**src/rtl/data_memory_ctrl.sv**
```systemverilog
// data_memory_ctrl: queues load/store requests in a small FIFO and
// sequences them onto data_memory, one access cycle per request.
module data_memory_ctrl #(
    parameter int WORDSIZE = 64,
    parameter int ADDRW    = 5,
    parameter int DEPTH    = 2
) (
    input  logic                clk,
    input  logic                reset,
    input  logic                req_valid,
    output logic                req_ready,
    input  logic                req_write,
    input  logic [ADDRW-1:0]    req_addr,
    input  logic [WORDSIZE-1:0] req_wdata,
    output logic                resp_valid,
    input  logic                resp_ready,
    output logic                resp_write,
    output logic [WORDSIZE-1:0] resp_rdata,
    output logic [ADDRW-1:0]    mem_addr,
    output logic [WORDSIZE-1:0] mem_data_input,
    output logic                mem_write_enable,
    output logic                mem_read,
    input  logic [WORDSIZE-1:0] mem_data_output
);
    localparam int PW = $clog2(DEPTH);
    localparam int CW = PW + 1;

    typedef enum logic [1:0] {
        IDLE,
        ACCESS,
        RESP
    } state_t;

    state_t state;
    state_t state_next;

    logic                fifo_write [DEPTH];
    logic [ADDRW-1:0]    fifo_addr  [DEPTH];
    logic [WORDSIZE-1:0] fifo_wdata [DEPTH];

    logic [PW-1:0] wr_ptr;
    logic [PW-1:0] rd_ptr;
    logic [CW-1:0] count;
    logic          push;
    logic          pop;
    logic          op_write;
    logic          not_empty;

    // ready comes from the registered count, so a pop frees a slot next cycle
    assign req_ready = (count != CW'(DEPTH));
    assign push      = req_valid && req_ready;
    assign not_empty = (count != '0);

    always_ff @(posedge clk or posedge reset) begin
        if (reset) begin
            wr_ptr <= '0;
            rd_ptr <= '0;
            count  <= '0;
        end else begin
            if (push) begin
                wr_ptr <= wr_ptr + 1'b1;
            end
            if (pop) begin
                rd_ptr <= rd_ptr + 1'b1;
            end
            if (push && !pop) begin
                count <= count + 1'b1;
            end else if (!push && pop) begin
                count <= count - 1'b1;
            end
        end
    end

    always_ff @(posedge clk) begin
        if (push) begin
            fifo_write[wr_ptr] <= req_write;
            fifo_addr[wr_ptr]  <= req_addr;
            fifo_wdata[wr_ptr] <= req_wdata;
        end
    end

    always_comb begin
        state_next = state;
        pop        = 1'b0;
        unique case (state)
            IDLE: begin
                if (not_empty) begin
                    pop        = 1'b1;
                    state_next = ACCESS;
                end
            end
            ACCESS: begin
                state_next = RESP;
            end
            RESP: begin
                if (resp_ready) begin
                    if (not_empty) begin
                        pop        = 1'b1;
                        state_next = ACCESS;
                    end else begin
                        state_next = IDLE;
                    end
                end
            end
            default: begin
                state_next = IDLE;
            end
        endcase
    end

    // mem_addr/mem_data_input double as the current-op registers
    always_ff @(posedge clk or posedge reset) begin
        if (reset) begin
            state          <= IDLE;
            op_write       <= 1'b0;
            mem_addr       <= '0;
            mem_data_input <= '0;
            resp_write     <= 1'b0;
            resp_rdata     <= '0;
        end else begin
            state <= state_next;
            if (pop) begin
                op_write <= fifo_write[rd_ptr];
                mem_addr <= fifo_addr[rd_ptr];
                if (fifo_write[rd_ptr]) begin
                    mem_data_input <= fifo_wdata[rd_ptr];
                end
            end
            if (state == ACCESS) begin
                resp_write <= op_write;
                resp_rdata <= op_write ? '0 : mem_data_output;
            end
        end
    end

    assign mem_write_enable = (state == ACCESS) && op_write;
    assign mem_read         = (state == ACCESS) && !op_write;
    assign resp_valid       = (state == RESP);

endmodule

```
**config.mk**
```make
export PLATFORM = sky130hd
export DESIGN_NAME = data_memory_ctrl
export DESIGN_NICKNAME = d
export VERILOG_FILES = /design/src/rtl/data_memory_ctrl.sv
export SDC_FILE = /design/constraint.sdc
export NUM_CORES = 1
export LEC_CHECK = 0
export CAP_MARGIN = 5
export CORE_MARGIN = 1.5
export CORE_UTILIZATION = 25
export CTS_CLUSTER_DIAMETER = 200
export DETAILED_ROUTE_END_ITERATION = 10
export PLACE_DENSITY_LB_ADDON = 0.15
export SLEW_MARGIN = 20
export SYNTH_ARGS = -nofsm -noshare
export SYNTH_HDL_FRONTEND = slang
export SYNTH_SLANG_ARGS = --single-unit
```
**constraint.sdc**
```tcl
create_clock -name clk -period 12.55 [get_ports clk]
set_input_delay 1.8825 -clock clk [delete_from_list [all_inputs] [get_ports clk]]
set_output_delay 1.8825 -clock clk [all_outputs]
set_load 0.005 [all_outputs]
```
==> impl_metrics.ini, run 1 <==
[grt]
grt_overflow_total = 0
antenna_found_initial = 2
first_global_vias = 6682
grt_max_degree = 80
grt_pass1_wl_um = 41000
grt_usage_pct = 12.4

[logic_synthesis]
synth_mux_area_share_pct = 15.0
synth_top_family_by_area = multiplexers
synth_fa_ha_area_share_pct = 0.120
synth_simple_gate_area_share_pct = 5.33
synth_seq_cells = 281
yosysSeqAreaShare_pct = 74.0
synthesis.nets = 814
syn_area_sq_mm = 0.0104
synth_xor_area_share_pct = 0.419
avgSynthCellArea_sq_um = 15.5
ys_warn_count = 0
synthCells = 675
synth_compound_area_share_pct = 3.26
synth.distinct_cells = 23

[cells_and_area]
final_cell_mix = 275 x clkdlybuf4s50_1, 140 x dfrtp_1, 140 x edfxtp_1, 129 x nand2_1, 89 x mux2_2
areaGrowthSynthToFinish_pct = 43.1
fin_nets = 1099
num-fill-cells = 3973
fin_util_pct = 36.4
final_common_cell = clkdlybuf4s50_1
drive_above_1_share_pct = 16.1

[die]
rows = 74
initial_core_util_pct = 25.5
die-area_sq_mm = 0.0430
die_y_um = 207
die_x_um = 207
ios = 276
core_area_sq_mm = 0.0410

[power_and_ir_drop]
ir_drop_mv = 0.102
sw_frac_of_total_pct = 29.0
leakagePower_nw = 5.72
power.density_mw_per_mm2 = 245
p_int_mw = 2.60
power_frac_seq_pct = 40.2
pwr-share-comb_pct = 33.0
power.switching_mw = 1.06
pwr-share-clk_pct = 26.9

[timing]
drv_slew = 0
slew_headroom_pct = 54.7
clock.fmax_mhz = 249
worst_pin_slew_ns = 0.679
hold_violations = 0
post-route-min-period_ns = 4.01
setup_viol = 0
setup_tns_ns = 0
fin_hold_ws_ns = 0.477
rsz0062_at_grt = false
finalClockSkew_ns = 0.00879
fin_crit_sh_pct = 32.0

[place]
place_hpwl_um = 17100
gp_congestion = 0.717
portBuffers = 275

[clock_network]
clockRootBuffer = clkbuf_16
htree_levels = 2
hold_buffers = 0
clock_latency_ns = 0.51
ctsResizeCount = 0
clockBufferDepth = 3
clkTransAtPathRegs_ns = 0.06
post_cts_buffers = 0
cts.sinks = 281
tritoncts = done
cts_buffers = 34

[drt]
final_antenna_net_count = 0
dr_total_vias = 6239
routed_wl_um = 26400
vias_per_cell = 4.11
drt_iter0_markers = 186
dr.pass1.iters = 7
avgRoutedWirePerCell_um = 17.4
drcViolationCount = 26

[worst_setup_path]
cp_max_fo = 54
end_kind = output port
criticalPathCategory = flip-flop to output port
worstPathRequired_ns = 10.67
cp.arrival_ns = 2.13
reg2reg_depth = 3
startpoint_type = flip-flop

[run_status]
violations = DRC
status = finished, violations left

[worst_hold_path]
hold_path_depth = 2
hold_class = flip-flop to flip-flop

[job]
drv_cap = 0
-- state kept, by name (all words and copies together), names as in the netlist --
name	count
op_write	1
mem_data_input	64
mem_addr	5
rd_ptr	1
fifo_wdata	128
count	2
state	2
fifo_addr	10
fifo_write	2
wr_ptr	1
resp_write	1
resp_rdata	64
-- metal layers --
| metal | vias to the layer above | track usage (%) | wire length (um) |
|---|---|---|---|
| met4 | 4 | 3.32 | 470 |
| li1 | 2964 | - | - |
| met3 | 43 | 5.39 | 2570 |
| met2 | 185 | 19.0 | 11900 |
| met5 | - | 0 | 27 |
| met1 | 3043 | 15.9 | 11400 |
-- Yosys cell counts --
library cell / number / area, sq um
a21o_1: 2 / 15.0
and3_1: 1 / 6.26
buf_1: 4 / 15.0
buf_2: 2 / 10.0
buf_4: 1 / 7.51
buf_6: 5 / 56.3
clkbuf_1: 24 / 90.1
dfrtp_1: 141 / 3530
edfxtp_1: 140 / 4200
ha_1: 1 / 12.5
inv_1: 5 / 18.8
mux2_1: 49 / 552
mux2_2: 89 / 1000
mux2i_1: 1 / 10.0
nand2_1: 129 / 484
nand2b_1: 3 / 18.8
nor2_1: 5 / 18.8
nor2b_1: 1 / 6.26
nor3_2: 1 / 10.0
nor4_2: 1 / 12.5
o21ai_0: 65 / 325
xnor2_1: 3 / 26.3
xor2_1: 2 / 17.5
-- power by group through the flow --
stage,clock network (mW),registers (mW),logic (mW)
3_3_place_gp,0,1.49,1.23
3_5_place_dp,0,1.49,1.24
5_1_grt,1.06,1.52,1.34
6_report,0.983,1.47,1.21
4_1_cts,1.02,1.48,1.24
2_1_floorplan,0,1.47,0.602
-- cell families (layout without fill, tap and decap cells) --
group,count (synthesis),after routing
other,0,1
multiplexers,139,139
AO/OA/AOI/OAI,67,67
AND/OR/NAND/NOR,141,141
buffers and inverters,41,351
flip-flops,281,281
XOR/XNOR,5,5
adder cells (fa/ha/maj),1,1
-- area by class of cell --
class / instances / area, sq um / area share [%]
Inverter: 5 / 23.8 / 0.159
Timing Repair Buffer: 285 / 2850 / 19.0
Multi-Input combinational cell: 353 / 2550 / 17.0
Clock buffer: 49 / 1010 / 6.76
Antenna cell: 1 / 2.50 / 0.0167
Clock inverter: 12 / 118 / 0.787
Sequential cell: 281 / 7740 / 51.7
Tap cell: 532 / 666 / 4.45
-- stage by stage --
| stage | power [mW] | area [sq um] | std cells | setup WS (ns) |
|---|---|---|---|---|
| 6_report | 3.66 | 15000 | 1518 | 8.54 |
| 4_1_cts | 3.75 | 14900 | 1516 | 8.43 |
| 3_3_place_gp | 2.71 | 13800 | 1455 | 8.60 |
| 2_1_floorplan | 2.07 | 10400 | 675 | 6.89 |
| 5_1_grt | 3.91 | 14900 | 1517 | 8.32 |
| 3_5_place_dp | 2.73 | 13800 | 1455 | 8.58 |
-- path summary, 6_finish.rpt --
| path | end | slack (ns) | startpoint |
|---|---|---|---|
| setup / recovery | mem_read | 8.54 | state[0]$_DFFE_PP0P_ |
| hold / removal | resp_rdata[58]$_DFFE_PP0N_ | 0.48 | resp_rdata[58]$_DFFE_PP0N_ |
| setup reg to reg | mem_data_input[60]$_DFFE_PP0P_ | 10.36 | rd_ptr$_DFFE_PP0P_ |
| hold reg to reg | resp_rdata[58]$_DFFE_PP0N_ | 0.48 | resp_rdata[58]$_DFFE_PP0N_ |
| max in group asynchronous | rd_ptr$_DFFE_PP0P_ | 9.60 | reset |
| min in group asynchronous | mem_data_input[25]$_DFFE_PP0P_ | 1.83 | reset |
-- critical path, cell delays in order (launching register included) --
cell and delay, ns:
dfrtp_1 0.47, nand2b_4 0.32, nor2_1 0.28, clkdlybuf4s50_1 0.55
No activity file was read; power rests on OpenSTA's default activity.
==> inputs of run 2 (changes only) <==
- clock period: 12.55 -> 3.56 ns (I/O delays scaled with it)
==> run 2 against run 1 <==
Effect of this change: the run still ends with DRC left; global-route usage hardly changed; die area did not move; hold slack got worse by 0.058 ns; clock skew up 0.0098 ns; setup slack got worse by 7.7 ns; total power rose to 3.5 times the previous value; routed wire length grew 0.33%; first-iteration DRC count is 22% higher; final area barely moved; non-clock buffer count rose by 2; sequential power grew to 3.5 times the previous value; core utilization is essentially flat; highest routed layer is now met4.
==> impl_metrics.ini, run 2 (synthesis gave the netlist of run 1 again) <==
[power_and_ir_drop]
sw_frac_of_total_pct = 29.6
ir_drop_mv = 0.474
pwr-share-comb_pct = 34.2
pwr-share-clk_pct = 25.9
power.density_mw_per_mm2 = 858
power.switching_mw = 3.79
leakagePower_nw = 5.71
power_mw = 12.8
p_int_mw = 9.02
power_frac_seq_pct = 39.8

[timing]
setup_tns_ns = 0
clock.fmax_mhz = 365
rsz0062_at_grt = false
slew_headroom_pct = 56.1
drv_slew = 0
finalClockSkew_ns = 0.0186
worst_pin_slew_ns = 0.658
fin_crit_sh_pct = 76.9
setup_viol = 0
hold_violations = 0
post-route-min-period_ns = 2.74

[cells_and_area]
reg.largest.list = fifo_wdata x128, mem_data_input x64, resp_rdata x64
areaGrowthSynthToFinish_pct = 43.0
top_register = fifo_wdata
largest_reg_flops = 128
final_common_cell = clkdlybuf4s50_1
final_cells = 1520
fin_nets = 1101
drive_above_1_share_pct = 15.9
stdcell_area_sq_mm = 0.0149
final_cell_mix = 275 x clkdlybuf4s50_1, 140 x dfrtp_1, 140 x edfxtp_1, 129 x nand2_1, 89 x mux2_2

[grt]
grt_max_degree = 69
grt_pass1_wl_um = 40800
grt_overflow_total = 0
grt_usage_pct = 12.4
antenna_found_initial = 1
first_global_vias = 6636

[clock_network]
ctsResizeCount = 0
clock_latency_ns = 0.54
clockRootBuffer = clkbuf_16
hold_buffers = 0
clkTransAtPathRegs_ns = 0.06
cts_buffers = 34
cts.sinks = 281
post_cts_buffers = 0
clockBufferDepth = 3
htree_levels = 2
tritoncts = done

[drt]
drt_iter0_markers = 226
avgRoutedWirePerCell_um = 17.4
dr_total_vias = 6160
drcViolationCount = 22
vias_per_cell = 4.05
routed_wl_um = 26500
dr.pass1.iters = 7
final_antenna_net_count = 0

[place]
dp_cells = 1458
portBuffers = 275
place_area_sq_mm = 0.0139
gp_congestion = 0.701
place_hpwl_um = 16800

[die]
die_y_um = 207
initial_core_util_pct = 25.5
ios = 276
rows = 74
die-area_sq_mm = 0.0430
core_area_sq_mm = 0.0410
die_x_um = 207

[worst_setup_path]
worstPathRequired_ns = 3.03
cp.arrival_ns = 2.21
startpoint_type = flip-flop
criticalPathCategory = flip-flop to output port
r2r-end = mem_data_input[31]$_DFFE_PP0P_
reg2reg_from = state[1]$_DFFE_PP0P_
cp_max_fo = 65
end_kind = output port
reg2reg_setup_slack_ns = 1.61
reg2reg_depth = 4

[worst_hold_path]
hold_class = input pin to async pin

[run_status]
status = finished, violations left
violations = DRC

[job]
drv_cap = 0
==> run 2: layer usage <==
layer,up-vias,global-route usage [%],routed length (um)
met5,-,0,0
met4,0,4.79,620
met3,37,6.01,2840
met2,200,18.4,11400
met1,2972,15.6,11600
li1,2951,-,-
==> run 2: worst max path at each step <==
| stage | start | to | slack (ns) | depth (start not counted) |
|---|---|---|---|---|
| after floorplan | count[0]$_DFFE_PP0P_ | fifo_addr[0][0]$_DFFE_PP_ | 0.65 | 3 |
| after global placement | resp_ready | mem_data_input[31]$_DFFE_PP0P_ | 1.05 | 5 |
| after detailed placement | resp_ready | mem_data_input[52]$_DFFE_PP0P_ | 1.01 | 5 |
| after CTS | state[0]$_DFFE_PP0P_ | mem_write_enable | 0.76 | 3 |
| after global routing | state[0]$_DFFE_PP0P_ | mem_write_enable | 0.63 | 3 |
| final | state[0]$_DFFE_PP0P_ | mem_write_enable | 0.82 | 3 |
==> run 2: power by group through the flow <==
stage	Combinational (mW)	Sequential (mW)	Clock, mW
after floorplan	2.12	5.16	0
after global placement	4.51	5.13	0
after detailed placement	4.52	5.16	0
after CTS	4.53	5.12	3.47
after global routing	4.85	5.24	3.57
final	4.39	5.10	3.32
==> run 2: critical path, cell delays in order (launching register included) <==
cell and delay [ns]:
dfrtp_1 0.47, nand2b_4 0.37, nor2_1 0.25, clkdlybuf4s50_1 0.56
==> run 2: through the flow <==
step / hold WS, ns / worst slack (ns) / util [%]
after floorplan: 0.465 / 0.653 / -
after global placement: 0.461 / 1.05 / 33.8
after detailed placement: 0.470 / 1.01 / 33.8
after CTS: 0.415 / 0.760 / 36.4
after global routing: 0.438 / 0.628 / 36.4
final: 0.419 / 0.821 / 36.4
==> run 2: area by class of cell <==
class / count / area (sq um)
Antenna cell: 1 / 2.50
Clock inverter: 13 / 105
Timing Repair Buffer: 287 / 2910
Fill cell: 3991 / 26100
Clock buffer: 48 / 953
Tap cell: 532 / 666
Sequential cell: 281 / 7740
Inverter: 5 / 22.5
Multi-Input combinational cell: 353 / 2550
==> inputs of run 3 (changes only) <==
- clock period: 3.56 -> 2.72 ns (I/O delays scaled with it)
==> run 3 against run 2 <==
Effect of this change: the run still ends with DRC left; count of clock-buffer cells in the layout rose by 5; critical path depth did not move; first-iteration DRC count rose by 14%; non-clock buffer count rose by 4; critical path type unchanged.
==> impl_metrics.ini, run 3 (synthesis gave the netlist of run 1 again) <==
[die]
ios = 276
rows = 74
die_y_um = 207
die_x_um = 207
initial_core_util_pct = 25.5
core_area_sq_mm = 0.0410
die-area_sq_mm = 0.0430

[worst_setup_path]
end_kind = output port
reg2reg_setup_slack_ns = 0.91
worstPathRequired_ns = 2.31
criticalPathCategory = flip-flop to output port
startpoint_type = flip-flop
cp_max_fo = 4
cp.arrival_ns = 1.87

[clock_network]
tritoncts = done
clkTransAtPathRegs_ns = 0.06
cts.sinks = 281
clock_latency_ns = 0.52
hold_buffers = 0
clockBufferDepth = 3
ctsResizeCount = 0
htree_levels = 2
post_cts_buffers = 0
clockRootBuffer = clkbuf_16
cts_buffers = 35

[drt]
avgRoutedWirePerCell_um = 17.2
routed_wl_um = 26200
dr.pass1.iters = 7
final_antenna_net_count = 0
drt_iter0_markers = 258
vias_per_cell = 4.10
dr_total_vias = 6255
drcViolationCount = 20

[cells_and_area]
top_register = fifo_wdata
final_common_cell = clkdlybuf4s50_1
fin_nets = 1106
largest_reg_flops = 128
final_cell_mix = 275 x clkdlybuf4s50_1, 140 x dfrtp_1, 140 x edfxtp_1, 129 x nand2_1, 89 x mux2_2
fin_util_pct = 36.7
drive_above_1_share_pct = 15.8
areaGrowthSynthToFinish_pct = 44.2
reg.largest.list = fifo_wdata x128, mem_data_input x64, resp_rdata x64

[power_and_ir_drop]
power_mw = 16.9
power.density_mw_per_mm2 = 1120
ir_drop_mv = 0.490
leakagePower_nw = 5.75

[timing]
setup_tns_ns = 0
hold_violations = 0
finalClockSkew_ns = 0.00850
worst_pin_slew_ns = 0.797
drv_slew = 0
fin_hold_ws_ns = 0.252
fin_crit_sh_pct = 83.8
post-route-min-period_ns = 2.28
worst_slack_ns = 0.441
rsz0062_at_grt = false
slew_headroom_pct = 46.9
setup_viol = 0
clock.fmax_mhz = 439

[place]
gp_congestion = 0.694
place_hpwl_um = 16800
dp_slack_ns = 0.439
portBuffers = 275

[grt]
first_global_vias = 6673
antenna_found_initial = 1
grt_usage_pct = 12.4
grt_max_degree = 130
grt_overflow_total = 0
grt_pass1_wl_um = 40700

[job]
drv_cap = 0

[run_status]
violations = DRC
status = finished, violations left

[worst_hold_path]
hold_class = input pin to async pin
[run 3: cell count changes in the layout (fill, tap and decap cells not counted), sizes merged]
cell	previous run	this run
clkinvlp	1	3
buf	12	16
inv	5	4
clkinv	11	6
clkbuf	48	53
diode	1	2
[run 3: per-stage QoR]
stage	cells	instance area, sq um
2_1_floorplan	675	10500
3_3_place_gp	1462	14000
3_5_place_dp	1462	14000
4_1_cts	1524	15100
5_1_grt	1524	15100
6_report	1526	15100
[run 3: path summary, 6_finish.rpt]
check	from	end	depth (start not counted)
max	state[0]$_DFFE_PP0P_	mem_write_enable	3
min	reset	mem_data_input[57]$_DFFE_PP0P_	2
max reg2reg	state[1]$_DFFE_PP0P_	mem_data_input[25]$_DFFE_PP0P_	4
min reg2reg	resp_rdata[2]$_DFFE_PP0N_	resp_rdata[2]$_DFFE_PP0N_	2
max in group asynchronous	reset	mem_data_input[4]$_DFFE_PP0P_	3
min in group clk	mem_data_output[1]	resp_rdata[1]$_DFFE_PP0N_	3
[run 3: report_power, final]
| group | internal [mW] | switching [mW] | total (mW) |
|---|---|---|---|
| registers | 6.05 | 0.638 | 6.69 |
| clock network | 2.68 | 1.74 | 4.41 |
| logic | 3.27 | 2.53 | 5.80 |
| total | 12.0 | 4.91 | 16.9 |
[run 3: per-layer routing]
metal / vias to the layer above / GRT usage, % / wire [um] / share of wire (%)
met5: - / 0 / 0 / 0
met3: 39 / 5.42 / 2570 / 9.8
met4: 0 / 4.79 / 618 / 2.4
met2: 188 / 19.4 / 11900 / 46
met1: 3049 / 15.1 / 11100 / 42
li1: 2979 / - / - / -
[run 3: critical path, stage by stage (launching register included)]
cell,delay (ns)
dfrtp_1,0.49
nand2b_4,0.09
nor2_1,0.15
clkdlybuf4s50_1,0.60
[run 3: cell type report]
cell class              instances  area, sq um
repair buffers                291         3000
diodes                          2         5.00
well taps                     532          666
clock buffers                  53         1020
inverters                       5         22.5
clock inverters                 9         75.1
fillers                      4000        25900
flip-flops and latches        281         7740
multi-input cells             353         2550
